[config.mk]
export PLATFORM = sky130hd
export DESIGN_NAME = counter_0_to_9
export DESIGN_NICKNAME = d
export VERILOG_FILES = /design/src/rtl/counter_0_to_9.sv
export SDC_FILE = /design/constraint.sdc
export NUM_CORES = 1
export LEC_CHECK = 0
export ABC_AREA = 1
export CAP_MARGIN = 20
export CORE_AREA = 4 4 41 43
export CTS_BUF_LIST = sky130_fd_sc_hd__clkbuf_4 sky130_fd_sc_hd__clkbuf_8
export DETAILED_ROUTE_END_ITERATION = 12
export DIE_AREA = 0 0 45 47
export HOLD_SLACK_MARGIN = 0.1
export MAX_ROUTING_LAYER = met4
export PLACE_DENSITY = 0.42
export SETUP_SLACK_MARGIN = 0.02
export SYNTH_ARGS = -nofsm -noshare
export SYNTH_HDL_FRONTEND = slang
export SYNTH_SLANG_ARGS = --single-unit
export TNS_END_PERCENT = 50
[constraint.sdc]
create_clock -name clk -period 2.82 [get_ports clk]
set_input_delay 0.564 -clock clk [delete_from_list [all_inputs] [get_ports clk]]
set_output_delay 0.564 -clock clk [all_outputs]
set_load 0.01 [all_outputs]
[src/rtl/counter_0_to_9.sv]
// Decade up-counter with count enable and terminal-count flag.
// Wraps MAX_COUNT -> 0; out-of-range values reload 0 on the next enabled edge.
module counter_0_to_9 #(
    parameter int WIDTH     = 4,
    parameter int MAX_COUNT = 9
) (
    input  logic             clk,
    input  logic             rst,
    input  logic             en,
    output logic [WIDTH-1:0] cnt,
    output logic             tc
);

    localparam logic [WIDTH-1:0] MaxVal = WIDTH'(MAX_COUNT);

    logic [WIDTH-1:0] cnt_q;
    logic [WIDTH-1:0] cnt_d;

    // >= also catches upset values above MAX_COUNT
    always_comb begin
        cnt_d = cnt_q;
        if (en) begin
            if (cnt_q >= MaxVal) begin
                cnt_d = '0;
            end else begin
                cnt_d = cnt_q + 1'b1;
            end
        end
    end

    always_ff @(posedge clk) begin
        if (rst) begin
            cnt_q <= '0;
        end else begin
            cnt_q <= cnt_d;
        end
    end

    assign cnt = cnt_q;
    assign tc  = en & (cnt_q == MaxVal);

endmodule

==> results of run 1 <==
[cell type report]
type                            count  area (um^2)  area share, %
Clock buffer                        3        22.52          6.272
Inverter                            6        22.52          6.272
Multi-Input combinational cell     24        137.6          38.33
Sequential cell                     4        80.08          22.30
Tap cell                           15        18.77          5.226
Timing Repair Buffer                8        77.57          21.60
[Yosys cell counts]
cell,n
dfxtp_1,4
ha_1,3
inv_1,6
nand2_1,8
nand2_2,2
nor2_1,6
nor3b_1,1
o21ai_0,1
o21ai_1,1
xnor2_1,1
xor2_1,1
[logic make-up after synthesis]
kind of cell	count (synthesis)	synth area share (%)
compound gates	2	4.163
xor+xnor	2	7.293
fa+ha+maj	3	15.63
buf+inv	6	9.374
flops	4	33.33
simple gates	17	30.21
[routing by layer]
layer	GRT usage, %	routed length [um]	vias to the layer above
met4	5.263	0	0
met2	7.910	244	4
met1	6.378	236	99
li1	-	-	122
met3	1.149	12	0
met5	-	0	-
[through the flow]
step | hold slack, ps | cell area (um^2)
2_1_floorplan | 545.8 | 240.2
3_3_place_gp | 549.5 | 336.6
3_5_place_dp | 540.9 | 336.6
4_1_cts | 549.9 | 359.1
5_1_grt | 586.1 | 359.1
6_report | 542.9 | 359.1
[critical path: cells and delay by family]
kind                   cells  cell delay (ps)
buffers and inverters      2             1040
AND/OR/NAND/NOR            2              260
[power by group]
part | total, mW | internal (mW) | switching [mW]
combinational | 0.0295 | 0.0166 | 0.0129
clock | 0.0693 | 0.0475 | 0.0218
sequential | 0.0657 | 0.0603 | 0.00542
[worst min-delay path by stage]
| stage | from | endpoint | slack, ps | cells past startpoint |
|---|---|---|---|---|
| after detailed placement | cnt[3]$_SDFFE_PP0P_ | cnt[3]$_SDFFE_PP0P_ | 540 | 3 |
| after CTS | cnt[3]$_SDFFE_PP0P_ | cnt[3]$_SDFFE_PP0P_ | 550 | 3 |
| final | cnt[3]$_SDFFE_PP0P_ | cnt[3]$_SDFFE_PP0P_ | 540 | 3 |
| after global placement | cnt[3]$_SDFFE_PP0P_ | cnt[3]$_SDFFE_PP0P_ | 550 | 3 |
| after floorplan | cnt[3]$_SDFFE_PP0P_ | cnt[3]$_SDFFE_PP0P_ | 550 | 3 |
| after global routing | cnt[3]$_SDFFE_PP0P_ | cnt[3]$_SDFFE_PP0P_ | 590 | 3 |
==> flow_summary.yaml, run 1 <==
worst_setup_path:
  critPathSlowestCell: "clkdlybuf4s50_1"
  reg2reg_from: "cnt[0]$_SDFFE_PP0P_"
  startpoint_type: "primary input"
  r2r-end: "cnt[1]$_SDFFE_PP0P_"
  cp_common_cell: "clkdlybuf4s50_1"
  reg2reg_slack_ps: 1690
  critical_path_class: "primary input to output pin"
  crit_required_ps: 2260
  ff2ff_path_depth: 6
  path_cells: "clkdlybuf4s50_1 -> nand2_1 -> nor3b_1 -> clkdlybuf4s50_1"
  cp-endpoint: "tc"
  startpoint: "en"
  crit_path_end_kind: "output pin"
  worstPathArrival_ps: 1870
  slowest_delay_ps: 560
  crit_fanout: 2
routing:
  drtAntennaViolNets: 0
  routed_wl_um: 492
  drtIter0Drc: 0
  vias_per_cell: 3.750
  drcViolationCount: 0
  wl_per_cell_um: 8.200
  dr_total_vias: 225
  first_pass_iters: 1
power:
  power.leakage_nw: 0.1565
  total_power_mw: 0.1645
  powerDensity_nw_per_um2: 458.2
  ir_drop_v: 0.0001633
timing:
  finalSetupTns_ps: 0
  setup_viol_count_final: 0
  hold_viol_final: 0
  slew_viol_final: 0
  period_needed_ps: 2436
  fin_worst_skew_ps: 2.767
  final.setup.worst_slack_ps: 383.6
  slew_headroom_pct: 83.28
  period_share_pct: 86.40
  rsz0062_at_grt: "false"
  fmax_mhz: 410.4
  worst_pin_slew_ps: 250.4
synth:
  synth_cells: 34
  seq_area_frac_synth_pct: 33.33
  synth_area_per_cell_um2: 7.066
  syn_area_um2: 240.2
  synth_cell_types: 11
  yosys.area.top_type: "dfxtp_1"
  syn-num-nets: 40
  synth_seq_cells: 4
  post-synth-top-area-fraction_pct: 33.33
  yosysWarnings: 0
  synth_area_leaders: "dfxtp_1, ha_1, nand2_1"
global_route:
  grt_pass1_wl_um: 800
  antenna_found_initial: 0
  grt_overflow_total: 0
  grt_max_degree: 7
  grt_pass1_vias: 220
  grtUsageTotal_pct: 5.551
flow_run:
  drv_cap: 0
min_path:
  hold_path_class: "flop to flop"
cells_and_area:
  layout.nets: 53
  area_delta_synth_final_pct: 49.48
  layout_commonest_cell: "nand2_1"
  drive_above_1_share_pct: 13.33
  largest_reg_flops: 4
  final_cell_count_no_fill: 60
  fillers: 157
  layout_common_cells: "nand2_1, clkdlybuf4s50_1, inv_1, nor2_1, dfxtp_1"
  finish.utilization_pct: 27.60
  diodes: 0
clock_network:
  root_buffer: "clkbuf_4"
  cts_hold_buf: 0
  clock_latency_ps: 230
  htreeDepth: 1
  numCtsBuffers: 3
  clkTransAtPathRegs_ps: 30
  max-clock-path-buffers: 2
  ctsResizeCount: 0
  cts_tree: "yes"
  cts_setup_buffers: 0
  cts_sinks: 4
placed_design:
  port_buffers: 7
  place_worst_setup_slack_ps: 377.5
  hpwl_um: 401.9
  placed_cells: 57
  gp_congestion: 0.6267
die:
  ios: 8
  rows: 13
  start_util_pct: 18.46
  fp.coreArea_um2: 1301
  dieWidth_um: 45
  fp.dieH_um: 47
  die_area_um2: 2115
run_status:
  status: "completed"
No activity file was read; power rests on OpenSTA's default activity.
==> inputs of run 2 (changes only) <==
==> constraint.sdc (replaced) <==
create_clock -name clk -period 2.82 [get_ports clk]
set_input_delay 0.423 -clock clk [delete_from_list [all_inputs] [get_ports clk]]
set_output_delay 0.423 -clock clk [all_outputs]
set_load 0.01 [all_outputs]
==> flow_summary.yaml, run 2 (synthesis results as in run 1) <==
run_status:
  status: "completed"
worst_setup_path:
  crit_fanout: 6
  critical_path_class: "primary input to output pin"
  worstPathArrival_ps: 1860
  startpoint_type: "primary input"
  crit_path_end_kind: "output pin"
  ff2ff_path_depth: 6
  crit_required_ps: 2400
die:
  rows: 13
  die_area_um2: 2115
  dieWidth_um: 45
  fp.dieH_um: 47
  fp.coreArea_um2: 1301
  ios: 8
  start_util_pct: 18.46
cells_and_area:
  finalInstanceArea_um2: 351.6
  area_delta_synth_final_pct: 46.35
  layout_common_cells: "nand2_1, clkdlybuf4s50_1, inv_1, nor2_1, dfxtp_1"
  layout_commonest_cell: "nand2_1"
  largest_reg_flops: 4
  layout.nets: 52
  fillers: 168
  drive_above_1_share_pct: 11.36
  diodes: 0
routing:
  first_pass_iters: 1
  routed_wl_um: 470
  dr_total_vias: 216
  drtAntennaViolNets: 0
  drcViolationCount: 0
  wl_per_cell_um: 7.966
  vias_per_cell: 3.661
  drtIter0Drc: 0
timing:
  slew_viol_final: 0
  finalSetupTns_ps: 0
  rsz0062_at_grt: "false"
  setup_viol_count_final: 0
  hold_viol_final: 0
  holdWs_ps: 541.7
  period_share_pct: 80.94
  worst_pin_slew_ps: 233.9
  fmax_mhz: 438.1
  period_needed_ps: 2282
  fin_worst_skew_ps: 2.687
  slew_headroom_pct: 84.39
placed_design:
  place_area_um2: 329.1
  port_buffers: 7
  gp_congestion: 0.6529
  hpwl_um: 384.9
global_route:
  grt_pass1_wl_um: 814
  grt_overflow_total: 0
  antenna_found_initial: 0
  grtUsageTotal_pct: 5.796
  grt_pass1_vias: 228
  grt_max_degree: 7
clock_network:
  numCtsBuffers: 3
  cts_setup_buffers: 0
  cts_sinks: 4
  clkTransAtPathRegs_ps: 40
  root_buffer: "clkbuf_4"
  cts_hold_buf: 0
  ctsResizeCount: 0
  cts_tree: "yes"
  max-clock-path-buffers: 2
  htreeDepth: 1
  clock_latency_ps: 230
power:
  ir_drop_v: 0.0001716
  total_power_mw: 0.1623
  powerDensity_nw_per_um2: 461.7
  power.leakage_nw: 0.1517
flow_run:
  drv_cap: 0
min_path:
  hold_path_depth: 3
  hold_path_class: "flop to flop"
[run 2: worst paths after layout]
check / from / end / slack (ps)
worst min register to register: cnt[3]$_SDFFE_PP0P_ / cnt[3]$_SDFFE_PP0P_ / 540
worst min-delay path: cnt[3]$_SDFFE_PP0P_ / cnt[3]$_SDFFE_PP0P_ / 540
worst max-delay path: en / tc / 540
worst max register to register: cnt[0]$_SDFFE_PP0P_ / cnt[1]$_SDFFE_PP0P_ / 1690
[run 2: layout make-up]
class	count	area [um^2]	share of cell area, %
multi-input combinational	24	137.6	39.15
sequential	4	80.08	22.78
timing repair buffer	7	70.07	19.93
clock buffer	3	22.52	6.406
inverter	6	22.52	6.406
tap	15	18.77	5.338
[run 2: worst max-delay path, stage by stage]
cell,delay (ps)
clkdlybuf4s50_1,580
nand2_1,100
nor3b_1,190
clkdlybuf4s50_1,560
[run 2: power by group]
group / total, mW / leakage (nW) / switching [mW] / internal (mW)
Sequential: 0.0655 / 0.0328 / 0.00522 / 0.0603
Clock: 0.0682 / 0.0138 / 0.0207 / 0.0474
Combinational: 0.0286 / 0.105 / 0.0129 / 0.0158
Total: 0.162 / 0.152 / 0.0388 / 0.124
[run 2: stage by stage]
| stage | utilization [%] | instances | setup slack, ps |
|---|---|---|---|
| after floorplan | - | 34 | 1420 |
| after global placement | 25.29 | 56 | 542.7 |
| after detailed placement | 25.29 | 56 | 528.5 |
| after CTS | 27.02 | 59 | 519.5 |
| after global routing | 27.02 | 59 | 372.7 |
| final | 27.02 | 59 | 537.6 |
[run 2: per-layer routing]
layer	wire, um	part of all wire [%]	vias up	GRT usage, %
met2	211	45	4	7.910
met1	243	52	91	6.378
li1	-	-	121	-
met4	0	0	0	7.018
met3	15	3.2	0	1.149
met5	0	0	-	-
